**src/rtl/byte_accum.sv**
```systemverilog
// byte_accum: sequential byte-stream accumulator.
// Operands arrive over a valid/ready handshake and are summed into a
// WIDTH-bit total one byte slice per cycle, with the inter-slice carry held
// in a flop. When the last operand of a packet has been added, the total and
// a sticky overflow flag are offered on a valid/ready output.
module byte_accum #(
  parameter int unsigned WIDTH = 16
) (
  input  logic             clk,
  input  logic             rst_n,
  input  logic             in_valid,
  output logic             in_ready,
  input  logic [7:0]       in_data,
  input  logic             in_last,
  output logic             out_valid,
  input  logic             out_ready,
  output logic [WIDTH-1:0] out_sum,
  output logic             out_ovf
);

  localparam int unsigned NBYTES = WIDTH / 8;
  localparam int unsigned KW     = (NBYTES > 1) ? $clog2(NBYTES) : 1;

  typedef enum logic [1:0] {
    S_IDLE,
    S_ADD,
    S_OUT
  } state_t;

  state_t           state_q;
  logic [WIDTH-1:0] acc_q;
  logic [WIDTH-1:0] acc_d;
  logic [KW-1:0]    k_q;
  logic             cy_q;
  logic             lst_q;
  logic             ovf_q;
  logic [7:0]       opnd_q;

  logic [7:0]       cur_slice;
  logic [7:0]       addend;
  logic [8:0]       sum9;
  logic             last_slice;

  assign in_ready   = (state_q == S_IDLE);
  assign out_valid  = (state_q == S_OUT);
  assign out_sum    = acc_q;
  assign out_ovf    = ovf_q;
  assign last_slice = (k_q == KW'(NBYTES - 1));

  // Shared 8-bit add-with-carry on slice k; the operand enters only at slice 0.
  always_comb begin
    cur_slice = '0;
    for (int unsigned i = 0; i < NBYTES; i++) begin
      if (k_q == KW'(i)) cur_slice = acc_q[i*8 +: 8];
    end
    addend = (k_q == '0) ? opnd_q : '0;
    sum9   = {1'b0, cur_slice} + {1'b0, addend} + {8'b0, cy_q};
    acc_d  = acc_q;
    for (int unsigned i = 0; i < NBYTES; i++) begin
      if (k_q == KW'(i)) acc_d[i*8 +: 8] = sum9[7:0];
    end
  end

  // Control FSM and datapath registers; every slice is visited, no early exit.
  always_ff @(posedge clk or negedge rst_n) begin
    if (!rst_n) begin
      state_q <= S_IDLE;
      acc_q   <= '0;
      k_q     <= '0;
      cy_q    <= 1'b0;
      lst_q   <= 1'b0;
      ovf_q   <= 1'b0;
      opnd_q  <= '0;
    end else begin
      case (state_q)
        S_IDLE: begin
          if (in_valid) begin
            opnd_q  <= in_data;
            lst_q   <= in_last;
            k_q     <= '0;
            cy_q    <= 1'b0;
            state_q <= S_ADD;
          end
        end
        S_ADD: begin
          acc_q <= acc_d;
          cy_q  <= sum9[8];
          if (last_slice) begin
            if (sum9[8]) ovf_q <= 1'b1;
            k_q     <= '0;
            state_q <= lst_q ? S_OUT : S_IDLE;
          end else begin
            k_q <= k_q + 1'b1;
          end
        end
        S_OUT: begin
          if (out_ready) begin
            acc_q   <= '0;
            ovf_q   <= 1'b0;
            state_q <= S_IDLE;
          end
        end
        default: state_q <= S_IDLE;
      endcase
    end
  end

endmodule
```
**config.mk**
```make
export PLATFORM = sky130hd
export DESIGN_NAME = byte_accum
export DESIGN_NICKNAME = d
export VERILOG_FILES = /design/src/rtl/byte_accum.sv
export SDC_FILE = /design/constraint.sdc
export NUM_CORES = 1
export LEC_CHECK = 0
export CAP_MARGIN = 15
export CORE_ASPECT_RATIO = 1.1
export CORE_MARGIN = 1
export CORE_UTILIZATION = 50
export CTS_BUF_LIST = sky130_fd_sc_hd__clkbuf_4
export CTS_CLUSTER_DIAMETER = 120
export DETAILED_ROUTE_END_ITERATION = 10
export PLACE_DENSITY = 0.77
export SYNTH_ARGS = -nofsm -noshare
export SYNTH_HDL_FRONTEND = slang
export SYNTH_SLANG_ARGS = --single-unit
```
**constraint.sdc**
```tcl
create_clock -name clk -period 4.9 [get_ports clk]
set_input_delay 0.49 -clock clk [delete_from_list [all_inputs] [get_ports clk]]
set_output_delay 0.49 -clock clk [all_outputs]
set_load 0.02 [all_outputs]
```
==> reports/qor.csv <==
metric;value;unit
outcome;complete, no violations;
ctsResizeCount;0;
min_period_over_period;0.570;
clock_skew;0.00961;ns
post-dp-hpwl;2600;um
relSlewSlack;0.540;
hold_viol;0;
finalSetupViolations;0;
async_flop_share;1.00;
cpPeakStageDelay;0.80;ns
postRouteAntennaNets;0;
cp-start-kind;flop;
antenna_found_initial;0;
grt_pass1_vias;1278;
finalMaxSlewViolations;0;
finalWirelength;3420;um
routabilityCongestion;0.831;
dieHeight;63.7;um
yosysSeqAreaShare;0.434;
fp.dieW;58.1;um
synth-xor-area-share;0.0253;
hold_buffers;0;
synthAdderAreaFrac;0.0737;
arrival;3.08;ns
drive_above_1_share;0.147;
rsz0062_at_grt;false;
path_common_cell;fa_1;
synth_edf_count;0;
end_kind;flop;
crit_buf_inv;0;
crit_chain;mux2i_1 > fa_1 > fa_1 > nand2b_1 > a21oi_1 > a211oi_2 > o21ai_1 > a32o_1;
ios;32;
maxCapViolations;0;
grt_pass1_wl;6000;um
viasPerCell;5.54;
fin_setup_tns;0;ns
num_vias;1285;
cts_tree;yes;
fin_hold_ws;0.485;ns
wl_per_cell;14.7;um
fmaxAchievable;358;MHz
root_buffer;clkbuf_4;
multi_input_area;921;um^2
seq_area;751;um^2
cts_htree_levels;2;
path_clk_slew;0.09;ns
tightest_slew;0.690;ns
grtUsageTotal;0.214;
worst-endpoint-required;5.18;ns
synth_compound_area_frac;0.150;
first_pass_iters;4;
clock-sinks;30;
diodes;0;
cp_top_family;adder cells;
hold_class;flop to flop;
fill_cells;265;
synth.distinct_cells;42;
drc;0;
synth_top_family_by_area;compound AO/OA/AOI/OAI gates;
clk_latency;0.34;ns
synth-simple-area-share;0.134;
io_buffers;31;
fp.coreArea;3330;um^2
min_period;2.79;ns
synth_mux_area_frac;0.150;
initial_core_util;0.520;
grt_max_degree;31;
cp_slowest_cell;dfrtp_1;
clock_path_buffers;2;
num_rows;22;
synth_ff_type;dfrtp_1;
cts_made_buffers;5;
crit_type;flop to flop;
yosys_warnings;0;
die_area;3700;um^2
syn_inst;150;
worstPathMaxFanout;18;
overflow;0;
cts_setup_buffers;0;
ys_seq_elements;30;
syn-cell-area;1730;um^2
syn-num-nets;172;
syn-mean-instance-area;11.5;um^2
fin_nets;205;
area_growth;22.3;%
drt_iter0_drc;28;
## path summary, 6_finish.rpt
check | from | end | slack (ns) | cells after the start
max in group asynchronous | rst_n | opnd_q[5] | 4.10 | 2
hold reg to reg | opnd_q[5] | opnd_q[5] | 0.49 | 1
setup / recovery | k_q | cy_q | 2.11 | 8
hold / removal | opnd_q[5] | opnd_q[5] | 0.49 | 1
setup reg to reg | k_q | cy_q | 2.11 | 8
min in group asynchronous | rst_n | out_sum[4] | 0.53 | 2
## metrics by stage
stage	setup slack, ns	util	cell area (um^2)	cells
floorplan	2.41	-	1730	150
global placement	2.21	0.621	2070	224
detailed placement	2.13	0.621	2070	224
CTS	2.11	0.636	2120	232
global route	1.91	0.636	2120	232
finish	2.11	0.636	2120	232
## flip-flops by register name, indices dropped and copies added (netlist names)
register  cells
lst_q         1
opnd_q        8
cy_q          1
state_q       2
k_q           1
out_sum      16
out_ovf       1
## cell usage after synthesis, types with 2 or more instances
master / n / area [um^2]
dfrtp_1: 30 / 751
nor2_1: 12 / 45.0
mux2_1: 9 / 101
a21oi_1: 8 / 40.0
ha_1: 7 / 87.6
a22o_1: 6 / 52.6
mux2_2: 6 / 67.6
nor2b_1: 6 / 37.5
nand2_1: 5 / 18.8
a211oi_1: 4 / 30.0
mux2_4: 4 / 60.1
xnor2_1: 4 / 35.0
a32o_1: 3 / 30.0
buf_2: 3 / 15.0
inv_1: 3 / 11.3
mux2i_1: 3 / 30.0
o21ai_0: 3 / 15.0
and2_1: 2 / 12.5
buf_4: 2 / 15.0
fa_1: 2 / 40.0
inv_2: 2 / 7.51
nand2b_1: 2 / 12.5
nor2_8: 2 / 40.0
nor3_1: 2 / 10.0
o21a_1: 2 / 15.0
o21ai_1: 2 / 10.0
## area by class of cell
class | instances | area share
well taps | 48 | 0.0284
inverters | 5 | 0.00887
repair buffers | 32 | 0.150
clock buffers | 5 | 0.0177
flip-flops and latches | 30 | 0.355
clock inverters | 3 | 0.00532
multi-input cells | 109 | 0.435
## routing by layer
layer	GRT usage	share of wire	vias up
met5	0	0	-
met4	0.0714	0.016	0
met3	0.0554	0.049	10
met2	0.339	0.50	38
met1	0.281	0.43	632
li1	-	-	605
## cells in the final DEF, fill, tap and decap left out, types with 3 or more instances in the layout
cell	Yosys	final
a21oi_1	8	8
clkdlybuf4s50_1	0	31
mux2_2	6	6
nor2_1	12	12
clkbuf_4	0	5
a211oi_1	4	4
ha_1	7	7
clkinv_1	0	3
nor2b_1	6	6
xnor2_1	4	4
a22o_1	6	6
mux2_4	4	4
nand2_1	5	5
dfrtp_1	30	30
inv_1	3	3
o21ai_0	3	3
a32o_1	3	3
mux2_1	9	9
mux2i_1	3	3
## worst reg2reg max path: cells and delay by family, from the launching register on
kind,cells,cell delay (ns)
adder cells (fa/ha/maj),2,0.91
flip-flops,1,0.80
AO/OA/AOI/OAI,4,0.64
multiplexers,1,0.21
AND/OR/NAND/NOR,1,0.18
## cell families after synthesis
kind of cell | count (synthesis)
buf+inv | 11
xor+xnor | 5
flops | 30
mux | 22
fa+ha+maj | 9
simple gates | 38
compound gates | 35
Power is left out: the tool's default activity adds up to more than one toggle a clock period on the data nets, which glitch-free logic cannot reach.
